<file path="config.mk">
export PLATFORM = sky130hd
export DESIGN_NAME = mc_ctrl_flat
export DESIGN_NICKNAME = d
export VERILOG_FILES = /design/src/rtl/mc_ctrl_pkg.sv /design/src/rtl/mc_ctrl_if.sv /design/src/rtl/mc_ctrl_op_class.sv /design/src/rtl/mc_ctrl.sv /design/src/flat_wrapper.sv
export SDC_FILE = /design/constraint.sdc
export NUM_CORES = 1
export LEC_CHECK = 0
export ABC_AREA = 1
export ABC_CLOCK_PERIOD_IN_PS = 1960
export BUFFER_PORTS_ARGS = -buffer_cell sky130_fd_sc_hd__buf_2
export CAP_MARGIN = 20
export CORE_AREA = 2 2 39 41
export DETAILED_ROUTE_END_ITERATION = 6
export DIE_AREA = 0 0 41 43
export PLACE_DENSITY = 0.84
export REMOVE_ABC_BUFFERS = 1
export SETUP_SLACK_MARGIN = 0.02
export SYNTH_ARGS = -nofsm -noshare
export SYNTH_HDL_FRONTEND = slang
export SYNTH_SLANG_ARGS = --single-unit
export TNS_END_PERCENT = 20
</file>
<file path="constraint.sdc">
create_clock -name clk -period 1.96 [get_ports clk]
set_input_delay 0.392 -clock clk [delete_from_list [all_inputs] [get_ports clk]]
set_output_delay 0.392 -clock clk [all_outputs]
set_load 0.1 [all_outputs]
</file>
<file path="src/rtl/mc_ctrl_pkg.sv">
// Shared encodings for the multicycle control unit: widths, FSM states,
// datapath select codes, instruction classes and the opcode set it accepts.
package mc_ctrl_pkg;

    localparam int WORD_WIDTH  = 32;
    localparam int OP_WIDTH    = 6;
    localparam int FUNCT_WIDTH = 6;

    // Control FSM states; values are visible on the debug state port
    typedef enum logic [2:0] {
        MC_FETCH  = 3'd0,
        MC_DECODE = 3'd1,
        MC_EXEC   = 3'd2,
        MC_MEM    = 3'd3,
        MC_WB     = 3'd4,
        MC_HALT   = 3'd5
    } mc_state_e;

    // Decoder instruction class
    localparam logic [1:0] R_TYPE = 2'd0;
    localparam logic [1:0] I_TYPE = 2'd1;
    localparam logic [1:0] J_TYPE = 2'd2;

    // PC source select
    localparam logic [1:0] PC_SRC_PC4    = 2'd0;
    localparam logic [1:0] PC_SRC_BRANCH = 2'd1;
    localparam logic [1:0] PC_SRC_JUMP   = 2'd2;
    localparam logic [1:0] PC_SRC_RS     = 2'd3;

    // Write-back data select
    localparam logic [1:0] WB_SEL_ALU  = 2'd0;
    localparam logic [1:0] WB_SEL_MEM  = 2'd1;
    localparam logic [1:0] WB_SEL_LINK = 2'd2;

    // Destination register select
    localparam logic [1:0] REG_DST_RT  = 2'd0;
    localparam logic [1:0] REG_DST_RD  = 2'd1;
    localparam logic [1:0] REG_DST_R31 = 2'd2;

    localparam logic [FUNCT_WIDTH-1:0] FUNCT_JR = 6'b001000;

    // Supported opcodes (MIPS-style); OP_ERR is what the decoder emits for garbage
    localparam logic [OP_WIDTH-1:0] OP_RTYPE = 6'b000000;
    localparam logic [OP_WIDTH-1:0] OP_J     = 6'b000010;
    localparam logic [OP_WIDTH-1:0] OP_JAL   = 6'b000011;
    localparam logic [OP_WIDTH-1:0] OP_BEQ   = 6'b000100;
    localparam logic [OP_WIDTH-1:0] OP_BNE   = 6'b000101;
    localparam logic [OP_WIDTH-1:0] OP_BLEZ  = 6'b000110;
    localparam logic [OP_WIDTH-1:0] OP_BGTZ  = 6'b000111;
    localparam logic [OP_WIDTH-1:0] OP_ADDI  = 6'b001000;
    localparam logic [OP_WIDTH-1:0] OP_ADDIU = 6'b001001;
    localparam logic [OP_WIDTH-1:0] OP_SLTI  = 6'b001010;
    localparam logic [OP_WIDTH-1:0] OP_SLTIU = 6'b001011;
    localparam logic [OP_WIDTH-1:0] OP_ANDI  = 6'b001100;
    localparam logic [OP_WIDTH-1:0] OP_ORI   = 6'b001101;
    localparam logic [OP_WIDTH-1:0] OP_XORI  = 6'b001110;
    localparam logic [OP_WIDTH-1:0] OP_LUI   = 6'b001111;
    localparam logic [OP_WIDTH-1:0] OP_LB    = 6'b100000;
    localparam logic [OP_WIDTH-1:0] OP_LH    = 6'b100001;
    localparam logic [OP_WIDTH-1:0] OP_LW    = 6'b100011;
    localparam logic [OP_WIDTH-1:0] OP_LBU   = 6'b100100;
    localparam logic [OP_WIDTH-1:0] OP_LHU   = 6'b100101;
    localparam logic [OP_WIDTH-1:0] OP_SB    = 6'b101000;
    localparam logic [OP_WIDTH-1:0] OP_SH    = 6'b101001;
    localparam logic [OP_WIDTH-1:0] OP_SW    = 6'b101011;
    localparam logic [OP_WIDTH-1:0] OP_ERR   = 6'b111111;

endpackage

</file>
<file path="src/rtl/mc_ctrl_if.sv">
// Instruction/data memory req/ack handshake between the control unit
// (master) and the memories (slave). dmem_we qualifies dmem_req as a store.
interface mc_ctrl_if;
    logic imem_req;
    logic imem_ack;
    logic dmem_req;
    logic dmem_we;
    logic dmem_ack;

    modport master (
        output imem_req,
        output dmem_req,
        output dmem_we,
        input  imem_ack,
        input  dmem_ack
    );

    modport slave (
        input  imem_req,
        input  dmem_req,
        input  dmem_we,
        output imem_ack,
        output dmem_ack
    );
endinterface

</file>
<file path="src/rtl/mc_ctrl_op_class.sv">
// Combinational instruction classifier: turns decoder opcode/funct/type into
// the handful of class flags the control FSM branches on.
module mc_op_class
    import mc_ctrl_pkg::*;
(
    input  logic [1:0]             inst_type,
    input  logic [OP_WIDTH-1:0]    op_code,
    input  logic [FUNCT_WIDTH-1:0] funct,
    output logic                   is_load,
    output logic                   is_store,
    output logic                   is_branch,
    output logic                   is_j,
    output logic                   is_jal,
    output logic                   is_jr,
    output logic                   legal
);

    // Opcode lookup; anything not listed (OP_ERR included) is illegal
    always_comb begin
        is_load   = 1'b0;
        is_store  = 1'b0;
        is_branch = 1'b0;
        is_j      = 1'b0;
        is_jal    = 1'b0;
        is_jr     = 1'b0;
        legal     = 1'b0;
        case (op_code)
            OP_RTYPE: begin
                legal = 1'b1;
                is_jr = (inst_type == R_TYPE) && (funct == FUNCT_JR);
            end
            OP_J: begin
                legal = 1'b1;
                is_j  = 1'b1;
            end
            OP_JAL: begin
                legal  = 1'b1;
                is_jal = 1'b1;
            end
            OP_BEQ, OP_BNE, OP_BLEZ, OP_BGTZ: begin
                legal     = 1'b1;
                is_branch = 1'b1;
            end
            OP_ADDI, OP_ADDIU, OP_SLTI, OP_SLTIU,
            OP_ANDI, OP_ORI, OP_XORI, OP_LUI: begin
                legal = 1'b1;
            end
            OP_LB, OP_LH, OP_LW, OP_LBU, OP_LHU: begin
                legal   = 1'b1;
                is_load = 1'b1;
            end
            OP_SB, OP_SH, OP_SW: begin
                legal    = 1'b1;
                is_store = 1'b1;
            end
            OP_ERR: begin
                legal = 1'b0;
            end
            default: begin
                legal = 1'b0;
            end
        endcase
    end

endmodule

</file>
<file path="src/rtl/mc_ctrl.sv">
// Multicycle CPU control FSM: FETCH -> DECODE -> EXEC -> [MEM] -> [WB].
// Outputs are decoded combinationally from the state plus the instruction
// class, and are all forced idle while rst (active-low, async) is held.
// Optional feature: define MC_INSTRET_EN to add the W-bit instret counter
// of retired instructions.
module mc_ctrl
    import mc_ctrl_pkg::*;
#(
    parameter int W = WORD_WIDTH
)
(
    input  logic                   clk,
    input  logic                   rst,
    mc_ctrl_if.master              mem,
    input  logic [1:0]             inst_type,
    input  logic [OP_WIDTH-1:0]    op_code,
    input  logic [FUNCT_WIDTH-1:0] funct,
    input  logic                   branch_taken,
    output logic                   ir_we,
    output logic                   pc_we,
    output logic [1:0]             pc_src,
    output logic                   alu_src_imm,
    output logic                   reg_we,
    output logic [1:0]             wb_sel,
    output logic [1:0]             reg_dst,
    output logic                   illegal,
    output logic [2:0]             state
`ifdef MC_INSTRET_EN
    ,
    output logic [W-1:0]           instret
`endif
);

    mc_state_e state_r;
    mc_state_e next_s;
    logic      illegal_r;
    logic      retire_s;
    logic      imem_req_s;
    logic      dmem_req_s;
    logic      dmem_we_s;
    logic      is_load_s;
    logic      is_store_s;
    logic      is_branch_s;
    logic      is_j_s;
    logic      is_jal_s;
    logic      is_jr_s;
    logic      legal_s;

    mc_op_class u_op_class (
        .inst_type (inst_type),
        .op_code   (op_code),
        .funct     (funct),
        .is_load   (is_load_s),
        .is_store  (is_store_s),
        .is_branch (is_branch_s),
        .is_j      (is_j_s),
        .is_jal    (is_jal_s),
        .is_jr     (is_jr_s),
        .legal     (legal_s)
    );

    // Next state, retire strobe and all datapath controls; idle while in reset
    always_comb begin
        next_s      = state_r;
        retire_s    = 1'b0;
        imem_req_s  = 1'b0;
        ir_we       = 1'b0;
        pc_we       = 1'b0;
        pc_src      = PC_SRC_PC4;
        alu_src_imm = 1'b0;
        dmem_req_s  = 1'b0;
        dmem_we_s   = 1'b0;
        reg_we      = 1'b0;
        wb_sel      = WB_SEL_ALU;
        reg_dst     = REG_DST_RT;
        if (!rst) begin
            next_s = MC_FETCH;
        end else begin
            case (state_r)
                MC_FETCH: begin
                    imem_req_s = 1'b1;
                    if (mem.imem_ack) begin
                        ir_we  = 1'b1;
                        pc_we  = 1'b1;
                        pc_src = PC_SRC_PC4;
                        next_s = MC_DECODE;
                    end else begin
                        next_s = MC_FETCH;
                    end
                end
                MC_DECODE: begin
                    if (legal_s) begin
                        next_s = MC_EXEC;
                    end else begin
                        next_s = MC_HALT;
                    end
                end
                MC_EXEC: begin
                    alu_src_imm = (inst_type == I_TYPE) && !is_branch_s;
                    if (is_branch_s) begin
                        pc_we    = branch_taken;
                        pc_src   = PC_SRC_BRANCH;
                        next_s   = MC_FETCH;
                        retire_s = 1'b1;
                    end else if (is_j_s) begin
                        pc_we    = 1'b1;
                        pc_src   = PC_SRC_JUMP;
                        next_s   = MC_FETCH;
                        retire_s = 1'b1;
                    end else if (is_jal_s) begin
                        pc_we  = 1'b1;
                        pc_src = PC_SRC_JUMP;
                        next_s = MC_WB;
                    end else if (is_jr_s) begin
                        pc_we    = 1'b1;
                        pc_src   = PC_SRC_RS;
                        next_s   = MC_FETCH;
                        retire_s = 1'b1;
                    end else if (is_load_s || is_store_s) begin
                        next_s = MC_MEM;
                    end else begin
                        next_s = MC_WB;
                    end
                end
                MC_MEM: begin
                    dmem_req_s = 1'b1;
                    dmem_we_s  = is_store_s;
                    if (mem.dmem_ack) begin
                        if (is_store_s) begin
                            next_s   = MC_FETCH;
                            retire_s = 1'b1;
                        end else begin
                            next_s = MC_WB;
                        end
                    end else begin
                        next_s = MC_MEM;
                    end
                end
                MC_WB: begin
                    reg_we   = 1'b1;
                    next_s   = MC_FETCH;
                    retire_s = 1'b1;
                    if (is_jal_s) begin
                        wb_sel  = WB_SEL_LINK;
                        reg_dst = REG_DST_R31;
                    end else if (is_load_s) begin
                        wb_sel  = WB_SEL_MEM;
                        reg_dst = REG_DST_RT;
                    end else if (inst_type == R_TYPE) begin
                        wb_sel  = WB_SEL_ALU;
                        reg_dst = REG_DST_RD;
                    end else begin
                        wb_sel  = WB_SEL_ALU;
                        reg_dst = REG_DST_RT;
                    end
                end
                MC_HALT: begin
                    next_s = MC_HALT;
                end
                default: begin
                    // Corrupted state encoding: park safely until reset
                    next_s = MC_HALT;
                end
            endcase
        end
    end

    // State register, async-cleared to FETCH
    always_ff @(posedge clk or negedge rst) begin
        if (!rst) begin
            state_r <= MC_FETCH;
        end else begin
            state_r <= next_s;
        end
    end

    // Sticky illegal-instruction flag, set when DECODE rejects the opcode
    always_ff @(posedge clk or negedge rst) begin
        if (!rst) begin
            illegal_r <= 1'b0;
        end else if ((state_r == MC_DECODE) && !legal_s) begin
            illegal_r <= 1'b1;
        end else begin
            illegal_r <= illegal_r;
        end
    end

`ifdef MC_INSTRET_EN
    logic [W-1:0] instret_r;

    // Retired-instruction counter, wraps naturally at 2^W
    always_ff @(posedge clk or negedge rst) begin
        if (!rst) begin
            instret_r <= '0;
        end else if (retire_s) begin
            instret_r <= instret_r + W'(1);
        end else begin
            instret_r <= instret_r;
        end
    end

    assign instret = instret_r;
`else
    logic unused_retire_s;
    assign unused_retire_s = retire_s;
`endif

    assign mem.imem_req = imem_req_s;
    assign mem.dmem_req = dmem_req_s;
    assign mem.dmem_we  = dmem_we_s;
    assign illegal      = illegal_r;
    assign state        = state_r;

endmodule

</file>
<file path="src/flat_wrapper.sv">
// flat-port wrapper written by rule: the top's interface ports become plain ports
module mc_ctrl_flat import mc_ctrl_pkg::*;
#(
    parameter int W = WORD_WIDTH
)
  (clk, rst, inst_type, op_code, funct, branch_taken, ir_we, pc_we, pc_src, alu_src_imm, reg_we, wb_sel, reg_dst, illegal, state, mem_imem_req, mem_dmem_req, mem_dmem_we, mem_imem_ack, mem_dmem_ack);
  mc_ctrl_if mem_i ();
  input  logic clk;
  input  logic rst;
  input  logic [1:0] inst_type;
  input  logic [OP_WIDTH-1:0] op_code;
  input  logic [FUNCT_WIDTH-1:0] funct;
  input  logic branch_taken;
  output logic ir_we;
  output logic pc_we;
  output logic [1:0] pc_src;
  output logic alu_src_imm;
  output logic reg_we;
  output logic [1:0] wb_sel;
  output logic [1:0] reg_dst;
  output logic illegal;
  output logic [2:0] state;
  output wire logic [$bits(mem_i.imem_req)-1:0] mem_imem_req;
  output wire logic [$bits(mem_i.dmem_req)-1:0] mem_dmem_req;
  output wire logic [$bits(mem_i.dmem_we)-1:0] mem_dmem_we;
  input wire logic [$bits(mem_i.imem_ack)-1:0] mem_imem_ack;
  input wire logic [$bits(mem_i.dmem_ack)-1:0] mem_dmem_ack;
  assign mem_imem_req = mem_i.imem_req;
  assign mem_dmem_req = mem_i.dmem_req;
  assign mem_dmem_we = mem_i.dmem_we;
  assign mem_i.imem_ack = mem_imem_ack;
  assign mem_i.dmem_ack = mem_dmem_ack;
  mc_ctrl #(.W(W)) u_core (.clk(clk), .rst(rst), .mem(mem_i), .inst_type(inst_type), .op_code(op_code), .funct(funct), .branch_taken(branch_taken), .ir_we(ir_we), .pc_we(pc_we), .pc_src(pc_src), .alu_src_imm(alu_src_imm), .reg_we(reg_we), .wb_sel(wb_sel), .reg_dst(reg_dst), .illegal(illegal), .state(state));
endmodule
</file>
# Word level (Yosys, flattened, before mapping)
# Cells that the tools add are included.
# totals
regBits	4
input_bits	19
# classes
n_eq_ne	28
mux	52
reduce_logical	13
# ops
op	count
6-bit by 4-bit == test with 1-bit output, second input constant	9
6-bit == test, second input constant	8
1-bit 2-to-1 mux	28
3-bit 2-to-1 mux	9
2-bit 2-to-1 mux	13
6-bit by 3-bit == test with 1-bit output, second input constant	4
23-bit OR reduction	1
3-bit case mux with 5 select lines	1
6-bit by 2-bit == test with 1-bit output, second input constant	2
3-bit by 2-bit == test with 1-bit output, second input constant	2
6-bit logical NOT	1
5-bit OR reduction	1
4-bit OR reduction	1
3-bit by 1-bit == test with 1-bit output, second input constant	1
3-bit == test, second input constant	1
1-bit logical AND	3
3-bit logical NOT	1
3-bit OR reduction	1
2-bit by 1-bit == test with 1-bit output, second input constant	1
1-bit logical NOT	2
2-bit logical NOT	1
1-bit case mux with 2 select lines	1
1-bit logical OR	1

# Logic depth before layout (Yosys ltp)
# logic_depth
ltp_word	11
ltp_mapped	10

# Cells and area by module
# Synthesis repeated with hierarchy kept, for this count alone.
# unflattened
cells_unflattened	114
area_unflattened_um2	630.6
# by_module_without_submodules
mod	instances	cells_per_inst	area_each_um2	seq_area_each_um2
mc_ctrl	1	73	440.4	100.1
mc_op_class	1	41	190.2	0.0

# Worst setup path before layout
# No wires, ideal clock.
# synth_path
kind	reg2out
start	register u_core.state_r[1] (netlist: u_core.state[1])
end	output alu_src_imm
t_arrival_ns	4.466
t_required_ns	1.568
setup_slack_ns	-2.898
stages_incl_launch_ff	5
path_buffers	0
cell_sequence	dfrtp_1 -> nand2_1 -> nor2_2 -> nand2_1 -> nor4b_1
# synth_via
elab_chain_len	3
# synth_lines
element	line_no	source
from (decl)	mc_ctrl.sv:34	mc_state_e state_r;
from (signal assigned)	mc_ctrl.sv:173	state_r <= next_s;
3-bit by 2-bit == test with 1-bit output	mc_ctrl.sv:79	case (state_r)
1-bit 2-to-1 mux	mc_ctrl.sv:79	
1-bit 2-to-1 mux	mc_ctrl.sv:76	if (!rst) begin
to (decl)	flat_wrapper.sv:17	output logic alu_src_imm;
# No other way between the ends.

# Worst setup path in the final report
# layout_path
start	register u_core.state_r[2] (netlist: u_core.state[2])
end	output alu_src_imm
# The elaborated chain is that of the path after synthesis.

==> summary.md <==
| Metric | Value |
|---|---|
| Most area-consuming cells after synthesis | dfrtp_1 (19%), nand2_1 (17%), nor2_1 (17%), inv_1 (9.9%), nand3_1 (6.6%) |
| Synth top cells by count | nand2_1 (24), nor2_1 (24), inv_1 (14) |
| Global Route Usage Sum | 21.52% |
| Routability cong. | 0.8655 |
| Drt via density | 4.906 |
| Critical Path Fanout Max | 4 |
| HP Class | in2async |
| Max_cap viols | 0 |
| Crit path max-delay cell type | dfrtp_1 |
| Status | finished, violations left |
| Area leader, netlist | dfrtp_1 |
| FMAX | 503.0 MHz |
| Slew @ Worst Pin | 492.4 ps |
| Critical Path Max Stage Delay | 390 ps |
| Worst slew margin | 67.40% |
| Layout fillers | 103 |
| Final Skew | 0.3512 ps |
| Die area | 0.001763 mm2 |
| Crit path DAT | 1600 ps |
| Reg2reg path depth | 6 |
| Synthesized area | 529.3 um2 |
| Required time worst endpoint | 1570 ps |
| Global route overflow | 0 |
| Top delay family on crit path | simple AND/OR/NAND/NOR gates |
| Clk slew on worst S/H paths | 40 ps |
| Startpoint Class | register |
| Clock Sink Count | 4 |
| Netlist cell types | 18 |
| P per Cell Area | 461.8 mW/mm2 |
| Via count | 780 |
| Async set-or-reset flop fraction in the synthesized netlist | 100.0% |
| Cts bufs inserted | 3 |
| Core area | 0.001384 mm2 |
| H-tree depth | 1 |
| Detailed Route Iter0 Violations | 31 |
| Pin count of the biggest net entering global routing | 12 |
| # rows | 14 |
| Crit path cell chain | inv_2, nand2_2, nor2_4, nand2_2, nor4b_4, buf_4, buf_12 |
| PortBufs | 35 |
| Crit path buf inv count | 3 |
| Chip width | 41 um |
| Final hold vios | 0 |
| Most used DFF post-synth | dfrtp_1 |
| Area growth, synth to finish | 94.09% |
| CP Class | reg2out |
| Leak | 0.5158 nW |
| Fin area | 0.001027 mm2 |
| Final Power | 0.0004744 W |
| Worst r2r dst | u_core.state[0]$_DFF_PN0_ |
| Num ports | 36 |
| Post-route setup slack | -28.15 ps |
| Crit end category | output pin |
| Most used cell, CP | nand2_2 |
| CTS max path bufs | 2 |
| ANT cells | 0 |
| First-pass GRT wire length | 2739 um |
| Syn Inst Count | 100 |
| Syn_area_per_cell | 5.293 um2 |
| Cts hold-fix bufs | 0 |
| DP Area | 938.4 um2 |
| Pre-CTS setup slack | 87.38 ps |
| Drc violations | 0 |
| Post-route ant nets | 0 |
| RSZ-0062 raised after global routing | true |
| Fraction of layout cells with a size suffix above 1 | 44.76% |
| Syn. warnings | 0 |
| Die Y-Extent | 43 um |
| Starting Density | 38.25% |
| Crit path time final | 1988 ps |
| Reg2reg setup slack | 650 ps |
| Failing checks | negative setup slack |
| Vias in the first global route | 689 |
| TritonCTS clock tree | done |
| Drt first pass iters | 4 |
| Max IR drop VDD | 424.9 uV |
| Worst skew pair latency | 230 ps |
| Nets | 164 |
| Yosys reg bits | 4 |
| Final Cycle Share | 101.4% |
| Root Buffer | clkbuf_4 |
| Max-slew violations | 0 |
| Final wirelength | 1748 um |
| Number of flops mapped to enable cells by yosys | 0 |
| Register area share after synthesis | 18.91% |
| Final setup violation count | 1 |
| Antenna violations before repair | 0 |
| Wire per inst | 10.99 um |
| Reg2reg start | u_core.state[0]$_DFF_PN0_ |
| Final HPWL DP | 1341 um |
| Synth top area share | 18.91% |
-- cells by family after synthesis --
family,count (synthesis),synth area share [%]
compound gates,6,5.910
simple gates,72,61.70
buf+inv,18,13.48
flops,4,18.91
-- worst max path at each step --
stage | slack [ps] | endpoint | cells after the start | from
6_report | -30 | alu_src_imm | 7 | u_core.state[2]$_DFF_PN0_
2_1_floorplan | -3710 | reg_dst[1] | 3 | u_core.state[0]$_DFF_PN0_
3_3_place_gp | 140 | pc_we | 9 | op_code[4]
3_5_place_dp | 90 | pc_we | 9 | op_code[4]
5_1_grt | -100 | alu_src_imm | 7 | u_core.state[2]$_DFF_PN0_
4_1_cts | 20 | pc_we | 6 | u_core.state[0]$_DFF_PN0_
-- worst reg2reg max path: cells and delay by family (launching register included) --
kind	cells	cell delay (ps)
and+or+nand+nor	5	630
DFF	1	450
buffers and inverters	1	110
-- cell usage in the layout, fill, tap and decap left out --
cell type	Yosys	final
nand3_1	7	7
buf_2	0	22
a21oi_1	5	5
nand4_1	2	2
nand3_2	1	1
nor4b_4	0	1
o22ai_2	0	1
buf_12	0	13
inv_1	14	13
nand2_1	24	22
dfrtp_1	4	2
buf_4	1	7
clkbuf_4	0	3
nor2_2	4	4
dfrtp_2	0	2
nand2_2	2	4
nor2_4	1	3
and2_1	1	1
nor2_1	24	22
nor3_1	5	5
inv_2	2	3
-- what timing repair did --
item,4_1_cts,5_1_grt
resized for setup,5,7
buffers inserted,2,1
endpoints found under the setup margin,5,10
pin swaps,1,4
-- cell type report --
| type | instances | area, um2 | area share (%) |
|---|---|---|---|
| Timing Repair Buffer | 42 | 422.9 | 41.17 |
| Sequential cell | 4 | 102.6 | 9.988 |
| Inverter | 16 | 60.06 | 5.847 |
| Tap cell | 16 | 20.02 | 1.949 |
| Multi-Input combinational cell | 78 | 399.1 | 38.85 |
| Clock buffer | 3 | 22.52 | 2.192 |
-- flip-flops by register name (all words and copies together) (netlist names) --
| register | cells |
|---|---|
| u_core.state | 3 |
| u_core.illegal | 1 |
-- per-layer routing --
layer	vias to the layer above	part of all wire (%)	wire, um	GRT usage [%]
met1	338	38	667	27.54
met3	2	5.6	98	3.141
met4	0	0.97	17	4.667
li1	402	-	-	-
met2	38	55	964	36.25
met5	-	0	0	0
-- metrics by stage --
step	hold WS (ps)	utilization (%)	std cells	TNS (ps)
after floorplan	96.41	-	98	-23140
after global placement	300.4	67.81	153	0
after detailed placement	304.6	67.81	153	0
after CTS	61.14	72.06	158	0
after global routing	62.58	74.23	159	-250.6
final	70.01	74.23	159	-28.15
-- where the power goes --
group          internal [W]  switching (W)  total (W)
sequential        0.0000895      0.0000101  0.0000996
clock             0.0000682      0.0000292  0.0000974
combinational     0.0000889       0.000189   0.000277
total              0.000247       0.000228   0.000474
Power figures use the tool's default switching activity.
